==> config.mk <==
export PLATFORM = sky130hd
export DESIGN_NAME = instr_encoder
export DESIGN_NICKNAME = d
export VERILOG_FILES = /design/src/rtl/instr_encoder.sv
export SDC_FILE = /design/constraint.sdc
export NUM_CORES = 1
export LEC_CHECK = 0
export BUFFER_PORTS_ARGS = -buffer_cell sky130_fd_sc_hd__buf_4
export CELL_PAD_IN_SITES_DETAIL_PLACEMENT = 0
export CELL_PAD_IN_SITES_GLOBAL_PLACEMENT = 1
export CORE_UTILIZATION = 42
export CTS_CLUSTER_SIZE = 10
export DETAILED_ROUTE_END_ITERATION = 8
export PLACE_DENSITY = 0.81
export SLEW_MARGIN = 20
export SYNTH_ARGS = -nofsm -noshare
export SYNTH_HDL_FRONTEND = slang
export SYNTH_SLANG_ARGS = --single-unit
==> constraint.sdc <==
create_clock -name clk -period 3.5 [get_ports clk]
set_clock_uncertainty 0.05 [all_clocks]
set_input_delay 0.35 -clock clk [delete_from_list [all_inputs] [get_ports clk]]
set_output_delay 0.35 -clock clk [all_outputs]
set_load 0.02 [all_outputs]
==> src/rtl/instr_encoder.sv <==
// LEGv8 instruction encoder: accepts decoded fields over valid/ready, range-checks the
// immediate, packs a 32-bit instruction and writes it sequentially into instruction memory.
module instr_encoder #(
    parameter int unsigned ADDR_W    = 10,
    parameter int unsigned BASE_ADDR = 0,
    parameter int unsigned DEPTH     = 256
) (
    input  logic              clk,
    input  logic              rst_n,
    input  logic              clr,
    input  logic              in_valid,
    output logic              in_ready,
    input  logic [2:0]        in_fmt,
    input  logic [4:0]        in_rt,
    input  logic [4:0]        in_rn,
    input  logic [4:0]        in_rm,
    input  logic [63:0]       in_imm,
    output logic              imem_we,
    input  logic              imem_wready,
    output logic [ADDR_W-1:0] imem_addr,
    output logic [31:0]       imem_wdata,
    output logic              err_valid,
    output logic [1:0]        err_code,
    output logic [ADDR_W-1:0] count,
    output logic              full
);

    localparam logic [ADDR_W-1:0] BaseAddr = ADDR_W'(BASE_ADDR);
    localparam logic [ADDR_W-1:0] DepthCnt = ADDR_W'(DEPTH);

    localparam logic [2:0] FmtLdur = 3'd0;
    localparam logic [2:0] FmtStur = 3'd1;
    localparam logic [2:0] FmtCbz  = 3'd2;
    localparam logic [2:0] FmtOrr  = 3'd3;
    localparam logic [2:0] FmtB    = 3'd4;

    localparam logic [1:0] ErrRange = 2'b01;
    localparam logic [1:0] ErrFmt   = 2'b10;

    typedef enum logic [1:0] {StIdle, StCheck, StWrite, StErr} state_e;

    state_e            state_q, state_d;
    logic [2:0]        fmt_q;
    logic [4:0]        rt_q, rn_q, rm_q;
    logic [63:0]       imm_q;
    logic [ADDR_W-1:0] addr_q, addr_d;
    logic [ADDR_W-1:0] count_q, count_d;
    logic [31:0]       wdata_q, wdata_d;
    logic [1:0]        err_code_q, err_code_d;

    logic        accept;
    logic [31:0] enc_word;
    logic        range_ok;
    logic        fmt_ok;

    assign full       = (count_q == DepthCnt);
    assign in_ready   = (state_q == StIdle) && !full;
    assign accept     = in_valid && in_ready;
    // Decoded straight from the state register so reset drops the request asynchronously.
    assign imem_we    = (state_q == StWrite);
    assign err_valid  = (state_q == StErr);
    assign imem_addr  = addr_q;
    assign imem_wdata = wdata_q;
    assign err_code   = err_code_q;
    assign count      = count_q;

    always_comb begin
        enc_word = '0;
        range_ok = 1'b1;
        fmt_ok   = 1'b1;
        case (fmt_q)
            FmtLdur: begin
                enc_word = {11'b11111000010, imm_q[8:0], 2'b00, rn_q, rt_q};
                range_ok = ~|imm_q[63:9];
            end
            FmtStur: begin
                enc_word = {11'b11111000000, imm_q[8:0], 2'b00, rn_q, rt_q};
                range_ok = ~|imm_q[63:9];
            end
            FmtCbz: begin
                enc_word = {8'b10110100, imm_q[18:0], rt_q};
                range_ok = (&imm_q[63:18]) | ~(|imm_q[63:18]);
            end
            FmtOrr: begin
                enc_word = {11'b10101010000, rm_q, 6'b000000, rn_q, rt_q};
            end
            FmtB: begin
                enc_word = {6'b000101, imm_q[25:0]};
                range_ok = (&imm_q[63:25]) | ~(|imm_q[63:25]);
            end
            default: fmt_ok = 1'b0;
        endcase
    end

    always_comb begin
        state_d    = state_q;
        addr_d     = addr_q;
        count_d    = count_q;
        wdata_d    = wdata_q;
        err_code_d = err_code_q;
        unique case (state_q)
            StIdle: begin
                if (accept) state_d = StCheck;
            end
            StCheck: begin
                if (!fmt_ok) begin
                    err_code_d = ErrFmt;
                    state_d    = StErr;
                end else if (!range_ok) begin
                    err_code_d = ErrRange;
                    state_d    = StErr;
                end else begin
                    wdata_d = enc_word;
                    state_d = StWrite;
                end
            end
            StWrite: begin
                if (imem_wready) begin
                    addr_d  = addr_q + ADDR_W'(4);
                    count_d = count_q + ADDR_W'(1);
                    state_d = StIdle;
                end
            end
            StErr: state_d = StIdle;
        endcase
        // Restart wins over everything, including a write accepted this same cycle.
        if (clr) begin
            state_d = StIdle;
            addr_d  = BaseAddr;
            count_d = '0;
        end
    end

    always_ff @(posedge clk or negedge rst_n) begin
        if (!rst_n) begin
            state_q    <= StIdle;
            addr_q     <= BaseAddr;
            count_q    <= '0;
            wdata_q    <= '0;
            err_code_q <= '0;
        end else begin
            state_q    <= state_d;
            addr_q     <= addr_d;
            count_q    <= count_d;
            wdata_q    <= wdata_d;
            err_code_q <= err_code_d;
        end
    end

    always_ff @(posedge clk or negedge rst_n) begin
        if (!rst_n) begin
            fmt_q <= '0;
            rt_q  <= '0;
            rn_q  <= '0;
            rm_q  <= '0;
            imm_q <= '0;
        end else if (accept && !clr) begin
            fmt_q <= in_fmt;
            rt_q  <= in_rt;
            rn_q  <= in_rn;
            rm_q  <= in_rm;
            imm_q <= in_imm;
        end
    end

endmodule

==> run_results.csv <==
group,metric,value,unit
status,status,"finished clean",
timing,setup_viol,0,
synth,ys.flop_type,"dfrtp_1",
timing,rsz0062_at_grt,"false",
synth,synth_cell_types,44,
worst_setup_path,worstPathArrival,3.13,ns
synth,avgSynthCellArea,12.0,µm²
place,place_inst,814,
layout,drive_above_1_share,40.1,%
layout,final_cells,846,
layout,final_cell_mix,"buf_4 (151), dfrtp_1 (135), mux2_2 (83), nand2_1 (32), nor2_1 (29)",
timing,final_hold_viol_count,0,
global_routing,grt_use_total,21.0,%
worst_setup_path,cp_max_fo,19,
die,die_x,123,µm
clock_tree,cts.path.max_buffers,2,
global_routing,first_global_vias,4503,
clock_tree,clk_latency,0.42,ns
route,post_drt_wl_per_cell,17.9,µm
worst_setup_path,worst-endpoint-required,3.74,ns
global_routing,grt_max_degree,83,
die,dieArea,15100,µm²
place,numPortBuffers,142,
synth,yosysSeqAreaShare,55.0,%
pwr,finalPower,6.69,mW
timing,period_minus_slack,2.89,ns
die,core_area,14100,µm²
synth,synth_warnings,0,
place,post-place-ws,0.675,ns
pwr,power.switching,2.20,mW
pwr,pwr-share-clk,29.5,%
pwr,ir_worst_vdd,444,µV
worst_setup_path,critPathLaunchType,"flip-flop",
timing,setup_ws,0.614,ns
synth,async_flop_share,100,%
timing,worstMarginPinSlew,0.988,ns
global_routing,grt_first_pass_wirelength,23700,µm
worst_setup_path,rrSetupSlack,0.61,ns
timing,maxSlewHeadroom,33.9,%
place,gp_congestion,0.828,
timing,fmax,347,MHz
layout,final_common_cell,"buf_4",
layout,fillCellCount,1163,
pwr,power_frac_seq,40.3,%
clock_tree,cts.sinks,135,
route,ant_nets,0,
pwr,powerDensity,833,nW/µm²
synth,synth_edf_count,0,
clock_tree,ctsRootBufferMaster,"clkbuf_16",
clock_tree,cts_inserted_buffers,17,
layout,antenna_cells,0,
worst_hold_path,hold_class,"in -> reg",
die,rows,43,
pwr,power_report.internal_total,4.50,mW
clock_tree,cts.repair.resized,0,
timing,fin_crit_sh,82.5,%
clock_tree,postCtsSetupBuffers,0,
worst_setup_path,critical_path_class,"reg -> reg",
die,die_y,123,µm
job,cap_violations,0,
route,drt-initial-drc-count,279,
route,vias,4526,
synth,postSynthCellCount,511,
clock_tree,htree_levels,4,
pwr,switching_share,32.8,%
worst_setup_path,worst_setup_path_end_kind,"flip-flop",
clock_tree,cts_tree,"yes",
pwr,leakagePower,3.65,nW
die,num_io_pins,145,
route,drt-total-wl,15100,µm
timing,tns,0,ns
global_routing,grt_overflow,0,
synth,synth-seq-cells,135,
layout,multiInputGateArea,2570,µm²
clock_tree,clk_pin_slew,0.06,ns
layout,post-route-util,57.0,%
die,start_util,43.6,%
synth,syn-cell-area,6140,µm²
route,first_pass_iters,5,
place,dp_hpwl,10700,µm
global_routing,antenna_found_initial,0,
layout,layout.nets,744,
route,drt-vias-per-instance,5.35,
layout,syn_to_final_growth,30.8,%
pwr,power_frac_comb,30.3,%
route,drc,0,
timing,slew_violations,0,
layout,seq_area,3380,µm²
[sequential cells by signal, indices dropped and copies added, names as in the netlist]
signal      flops
imem_wdata     31
imem_addr       8
rt_q            5
imm_q          64
rm_q            5
state_q         2
rn_q            5
err_code        2
count          10
fmt_q           3
[path summary, 6_finish.rpt]
check | startpoint | to | cells past startpoint
min | in_imm[4] | imm_q[4] | 2
max reg2reg | imm_q[22] | imem_wdata[5] | 7
max in group asynchronous | rst_n | imm_q[28] | 3
min in group asynchronous | rst_n | count[2] | 2
max | imm_q[22] | imem_wdata[5] | 7
min reg2reg | imem_wdata[25] | imem_wdata[25] | 1
[Yosys cell counts (all sizes together) (2+ instances only)]
master,count,share of area (%)
a21oi,16,1.3
a22oi,6,0.73
and2,2,0.20
and3,2,0.20
buf,18,1.8
clkbuf,12,0.73
dfrtp,135,55
ha,3,0.61
inv,13,0.79
mux2,107,20
mux2i,13,2.1
nand2,32,2.0
nand2b,2,0.20
nand3,7,0.57
nand4,18,1.8
nor2,30,1.8
nor2b,8,0.82
nor3,8,0.65
nor4,13,1.3
o21a,2,0.24
o21ai,25,2.0
o22ai,6,0.61
o2bb2ai,2,0.29
or3,2,0.20
or4,2,0.24
xnor2,5,0.71
xor2,9,1.3
[critical path, stage by stage (launching register included)]
cell and delay, ns:
dfrtp_1 0.40, nor4_1 0.64, nand4_1 0.16, nor4_1 0.32, o41ai_1 0.19, a311oi_4 0.30
buf_4 0.32, mux2_1 0.37
[cells by family after synthesis]
family,share of synthesized area (%)
AO/OA/AOI/OAI,6.34
XOR/XNOR,2.00
adder cells (fa/ha/maj),0.611
buffers and inverters,3.36
flip-flops,55.0
multiplexers,21.7
other,0.0611
AND/OR/NAND/NOR,10.9
[area by class of cell]
| cell class | count | share of cell area [%] |
|---|---|---|
| clock inverter | 8 | 2.09 |
| clock buffer | 23 | 6.07 |
| sequential | 135 | 42.0 |
| timing repair buffer | 153 | 14.4 |
| tap | 180 | 2.80 |
| inverter | 13 | 0.607 |
| multi-input combinational | 334 | 32.0 |
[through the flow]
stage / cell area (µm²) / hold slack (ns)
after floorplan: 6140 / 0.00441
after global placement: 7370 / 0.396
after detailed placement: 7370 / 0.387
after CTS: 8040 / 0.0892
after global routing: 8040 / 0.0947
final: 8040 / 0.112
[power groups by stage]
stage	sequential [mW]	combinational [mW]	clock, mW
after floorplan	2.69	1.23	0
after global placement	2.69	1.99	0
after detailed placement	2.71	2.03	0
after CTS	2.69	2.05	2.02
after global routing	2.77	2.21	2.08
final	2.70	2.03	1.97
[routing by layer]
metal	track usage, %	vias up	wire [µm]
met4	6.71	0	197
met1	28.6	2252	6910
met2	33.2	146	7230
li1	-	2111	-
met5	0	-	0
met3	4.89	17	779
[what timing repair did]
action / in CTS / in global routing
setup endpoints to repair: 0 / 0
hold buffers: 1 / 0
hold endpoints to repair: 80 / 0
(Power assumes the default switching activity.)
